[src/rtl/decode_stage.sv]
// RV32I decode stage: register-file addressing, writeback bypass, x0 forcing,
// immediate generation, load-use bubble and the ID/EX output register.
module decode_stage #(
  parameter int XLEN = 32
) (
  input  logic            clk,
  input  logic            rst_n,
  input  logic            in_valid,
  output logic            in_ready,
  input  logic [31:0]     in_instr,
  input  logic [31:0]     in_pc,
  input  logic            flush,
  output logic [4:0]      rf_read_adr1,
  output logic [4:0]      rf_read_adr2,
  input  logic [XLEN-1:0] rf_read_data1,
  input  logic [XLEN-1:0] rf_read_data2,
  input  logic            wb_wend,
  input  logic [4:0]      wb_write_adr,
  input  logic [XLEN-1:0] wb_write_data,
  output logic            out_valid,
  input  logic            out_ready,
  output logic [31:0]     out_pc,
  output logic [XLEN-1:0] out_rs1_data,
  output logic [XLEN-1:0] out_rs2_data,
  output logic [XLEN-1:0] out_imm,
  output logic [4:0]      out_rs1,
  output logic [4:0]      out_rs2,
  output logic [4:0]      out_rd,
  output logic [6:0]      out_opcode,
  output logic [2:0]      out_funct3,
  output logic            out_funct7_5
);

  localparam logic [6:0] OP_LOAD   = 7'b0000011;
  localparam logic [6:0] OP_IMM    = 7'b0010011;
  localparam logic [6:0] OP_JALR   = 7'b1100111;
  localparam logic [6:0] OP_STORE  = 7'b0100011;
  localparam logic [6:0] OP_BRANCH = 7'b1100011;
  localparam logic [6:0] OP_LUI    = 7'b0110111;
  localparam logic [6:0] OP_AUIPC  = 7'b0010111;
  localparam logic [6:0] OP_JAL    = 7'b1101111;
  localparam logic [6:0] OP_REG    = 7'b0110011;

  logic [6:0]      opcode;
  logic [4:0]      rs1;
  logic [4:0]      rs2;
  logic [4:0]      rd;
  logic [XLEN-1:0] rs1_data;
  logic [XLEN-1:0] rs2_data;
  logic [XLEN-1:0] imm;
  logic            rs1_used;
  logic            rs2_used;
  logic            hazard;
  logic            adv;
  logic            xfer;

  assign opcode = in_instr[6:0];
  assign rd     = in_instr[11:7];
  assign rs1    = in_instr[19:15];
  assign rs2    = in_instr[24:20];

  assign rf_read_adr1 = rs1;
  assign rf_read_adr2 = rs2;

  // The register file does not hardwire x0, so zero is forced here first.
  assign rs1_data = (rs1 == 5'd0) ? '0 :
                    (wb_wend && wb_write_adr == rs1) ? wb_write_data : rf_read_data1;
  assign rs2_data = (rs2 == 5'd0) ? '0 :
                    (wb_wend && wb_write_adr == rs2) ? wb_write_data : rf_read_data2;

  always_comb begin
    imm = '0;
    case (opcode)
      OP_IMM, OP_LOAD, OP_JALR:
        imm = {{20{in_instr[31]}}, in_instr[31:20]};
      OP_STORE:
        imm = {{20{in_instr[31]}}, in_instr[31:25], in_instr[11:7]};
      OP_BRANCH:
        imm = {{19{in_instr[31]}}, in_instr[31], in_instr[7], in_instr[30:25],
               in_instr[11:8], 1'b0};
      OP_LUI, OP_AUIPC:
        imm = {in_instr[31:12], 12'b0};
      OP_JAL:
        imm = {{11{in_instr[31]}}, in_instr[31], in_instr[19:12], in_instr[20],
               in_instr[30:21], 1'b0};
      default:
        imm = '0;
    endcase
  end

  assign rs1_used = !(opcode == OP_LUI || opcode == OP_AUIPC || opcode == OP_JAL);
  assign rs2_used = (opcode == OP_REG || opcode == OP_STORE || opcode == OP_BRANCH);

  assign hazard = in_valid && out_valid && (out_opcode == OP_LOAD) && (out_rd != 5'd0) &&
                  ((rs1_used && out_rd == rs1) || (rs2_used && out_rd == rs2));

  assign adv      = !out_valid || out_ready;
  assign in_ready = flush || (adv && !hazard);
  assign xfer     = in_valid && in_ready && !flush;

  always_ff @(posedge clk or negedge rst_n) begin
    if (!rst_n) begin
      out_valid    <= 1'b0;
      out_pc       <= '0;
      out_rs1_data <= '0;
      out_rs2_data <= '0;
      out_imm      <= '0;
      out_rs1      <= '0;
      out_rs2      <= '0;
      out_rd       <= '0;
      out_opcode   <= '0;
      out_funct3   <= '0;
      out_funct7_5 <= 1'b0;
    end else if (flush) begin
      out_valid <= 1'b0;
    end else if (adv) begin
      out_valid <= xfer;
      if (xfer) begin
        out_pc       <= in_pc;
        out_rs1_data <= rs1_data;
        out_rs2_data <= rs2_data;
        out_imm      <= imm;
        out_rs1      <= rs1;
        out_rs2      <= rs2;
        out_rd       <= rd;
        out_opcode   <= opcode;
        out_funct3   <= in_instr[14:12];
        out_funct7_5 <= in_instr[30];
      end
    end else begin
      // Stalled by execute: keep operands fresh against writebacks landing meanwhile.
      if (wb_wend && out_rs1 != 5'd0 && wb_write_adr == out_rs1)
        out_rs1_data <= wb_write_data;
      if (wb_wend && out_rs2 != 5'd0 && wb_write_adr == out_rs2)
        out_rs2_data <= wb_write_data;
    end
  end

endmodule

[config.mk]
export PLATFORM = sky130hd
export DESIGN_NAME = decode_stage
export DESIGN_NICKNAME = d
export VERILOG_FILES = /design/src/rtl/decode_stage.sv
export SDC_FILE = /design/constraint.sdc
export NUM_CORES = 1
export LEC_CHECK = 0
export BUFFER_PORTS_ARGS = -buffer_cell sky130_fd_sc_hd__buf_2
export CORE_MARGIN = 1.5
export CORE_UTILIZATION = 43
export CTS_CLUSTER_DIAMETER = 100
export CTS_CLUSTER_SIZE = 30
export DETAILED_ROUTE_END_ITERATION = 16
export PLACE_DENSITY = 0.83
export RECOVER_POWER = 100
export SLEW_MARGIN = 20
export SYNTH_ARGS = -nofsm -noshare
export SYNTH_HDL_FRONTEND = slang
export SYNTH_SLANG_ARGS = --single-unit
[constraint.sdc]
create_clock -name clk -period 2.3 [get_ports clk]
set_input_delay 0.46 -clock clk [delete_from_list [all_inputs] [get_ports clk]]
set_output_delay 0.46 -clock clk [all_outputs]
set_load 0.1 [all_outputs]
==> results.cfg <==
[synth]
async_flop_share = 1.00
netlist_area_um2 = 7250
ys_types = 45
ys_warn_count = 0
syn_nets = 764
synth_compound_area_frac = 0.138
synth-simple-area-share = 0.0609
synth_fa_ha_area_frac = 0
syn_avg_cell_area_um2 = 12.2
synth_top_flop_cell = dfrtp_1
synth_top_family_by_area = multiplexers
synth_edf_count = 0
yosys_register_bits = 155
netlist_instances = 593
yosysSeqAreaShare = 0.535
synthMuxAreaShare = 0.190
synth_xor_area_frac = 0.0338

[grt]
grtUsageTotal = 0.256
grt_pass1_vias = 6531
grt_max_degree = 66
grt_pass1_wl_mm = 35.0
overflow = 0
antenna_found_initial = 4

[floorplan]
die-height_um = 133
initial_core_util = 0.439
die_w_um = 133
die_area_um2 = 17600
core-area_um2 = 16500
ios = 337
rows = 47

[sta]
final.setup.worst_slack_ns = -0.146
tns_ns = -9.56
slew_headroom = 0.205
fin_crit_sh = 1.06
setup_violations = 117
fmax_ghz = 0.409
tightest_slew_ns = 1.20
slew_viol_final = 0
finalCriticalPeriod_ns = 2.45
skew_ns = 0.0129
final_hold_viol_count = 0
rsz0062_at_grt = yes

[power]
power.internal_mw = 6.49
switching_share = 0.541
ir_worst_vdd_mv = 0.827
power_frac_clock = 0.189
power.density_nw_per_um2 = 1270
p_sw_mw = 7.66
p_leak_nw = 5.37
combPwrFrac = 0.542
p_seq_frac = 0.268

[clock_network]
numCtsBuffers = 17
clock_sinks = 155
root_buffer = clkbuf_16
cts_tree = done
clk_latency_ns = 0.43
ctsHtreeMaxLevel = 4
clock_path_buffers = 2
clkTransAtPathRegs_ns = 0.07

[place]
placed_area_um2 = 9660
numPortBuffers = 336
place.gp.congestion = 0.881
placed_cells = 1156
dp_hpwl_mm = 16.9

[worst_setup_path]
crit_path_end_kind = output pin
worstPathArrival_ns = 1.99
criticalPathCategory = reg2out
path_max_fanout = 2
crit_chain = or4b_4 -> nor3_4 -> buf_4 -> a31oi_4 -> buf_12
crit_slowest_cell = or4b_4
r2r_cells = 8
required_ns = 1.84
critPathLaunchType = flip-flop
cpPeakStageDelay_ns = 0.56

[layout]
multi_input_area_um2 = 3550
final_cell_mix = 258 x buf_2, 142 x dfrtp_1, 75 x clkbuf_2, 73 x mux2_2, 64 x a22o_1
instances_no_fill = 1218
design_area_um2 = 11200
fin_nets = 1153
ff_latch_area_um2 = 3900
drive_gt1_frac = 0.642
fillers = 1147
area_growth_pct = 54.0
final_common_cell = buf_2

[drt]
vias = 6929
wl_per_cell_um = 22.0
antenna_left = 0
drcViolationCount = 0
routed_wl_mm = 26.8
drtIter0Drc = 410
first_pass_iters = 5
routed_via_density = 5.69

[status]
status = complete, but fails checks
violations = setup timing

[worst_hold_path]
holdPathStages = 2
worst_hold_path_type = in2reg

[flow_run]
cap_violations = 0
metal layers:
layer | vias up | track usage | wire (um)
li1 | 2943 | - | -
met4 | 2 | 0.121 | 1200
met1 | 3422 | 0.302 | 9770
met3 | 88 | 0.0632 | 2260
met2 | 474 | 0.440 | 13600
met5 | - | 0 | 13
cells in the mapped netlist, types with 3 or more instances:
cell,instances,area (um^2)
dfrtp_1,155,3880
mux2_2,90,1010
a22o_1,64,561
a21oi_1,46,230
nor2_1,35,131
mux2_1,32,360
clkbuf_1,21,78.8
xnor2_1,17,149
buf_2,16,80.1
nand3_1,16,80.1
buf_4,12,90.1
xor2_1,11,96.3
nand2_1,9,33.8
o21ai_0,9,45.0
inv_1,8,30.0
nor4_1,6,37.5
a22oi_1,4,30.0
nor3_1,4,20.0
buf_6,3,33.8
nor2b_1,3,18.8
o21ai_1,3,15.0
layout make-up:
class	count	share of cell area
clock inverters	12	0.00942
flip-flops and latches	155	0.349
diodes	3	0.000673
multi-input cells	378	0.318
clock buffers	20	0.0400
well taps	220	0.0247
inverters	8	0.00269
repair buffers	422	0.255
cells by family after synthesis:
group	count (synthesis)
DFF	155
AOI/OAI and AO/OA	139
muxes	122
and+or+nand+nor	89
buffers and inverters	60
xor gates and xnor gates	28
through the flow:
step	power [mW]	util	hold slack, ns	setup slack, ns
2_1_floorplan	9.48	-	0.164	-0.255
3_3_place_gp	10.8	0.584	0.417	-0.163
3_5_place_dp	10.9	0.584	0.422	-0.143
4_1_cts	13.7	0.629	0.243	-0.171
5_1_grt	14.5	0.675	0.252	-0.218
6_report	14.1	0.675	0.260	-0.146
power groups by stage:
stage               Clock, mW  Combinational (mW)  Sequential, mW
finish                   2.68                7.67            3.80
CTS                      2.72                7.25            3.73
global placement            0                7.06            3.72
global route             2.82                7.85            3.86
floorplan                   0                1.13            8.35
detailed placement          0                7.12            3.76
flip-flops by register name, indices dropped and copies added, names as in the netlist:
name / cells
out_imm: 32
out_pc: 32
out_rs1_data: 32
out_rs2_data: 32
out_opcode: 7
out_rd: 5
out_rs1: 5
out_rs2: 5
out_funct3: 3
out_funct7_5: 1
out_valid: 1
critical path: cells and delay by family, from the launching register on:
| kind | cells | cell delay, ns |
|---|---|---|
| buffers and inverters | 2 | 0.32 |
| AOI/OAI and AO/OA | 1 | 0.08 |
| and+or+nand+nor | 2 | 0.76 |
| DFF | 1 | 0.41 |
timing repair:
| item | 4_1_cts | 5_1_grt |
|---|---|---|
| hold endpoints to repair | 43 | 0 |
| buffers inserted | 2 | 3 |
| pin swaps | 5 | 7 |
| gates resized for setup | 24 | 109 |
| endpoints found under the setup margin | 65 | 137 |
| cloned | 2 | 19 |
| hold buffers | 1 | 0 |
worst paths after layout:
path	start	end	slack, ns
min in group asynchronous	rst_n	out_rs2_data[28]	0.84
worst max-delay path	out_opcode[5]	in_ready	-0.15
worst min-delay path	in_pc[23]	out_pc[23]	0.26
max in group asynchronous	rst_n	out_rd[0]	0.28
worst max register to register	out_opcode[5]	out_rs1_data[23]	-0.14
worst min register to register	out_rs1_data[3]	out_rs1_data[3]	0.49
No activity file was read; power rests on OpenSTA's default activity.
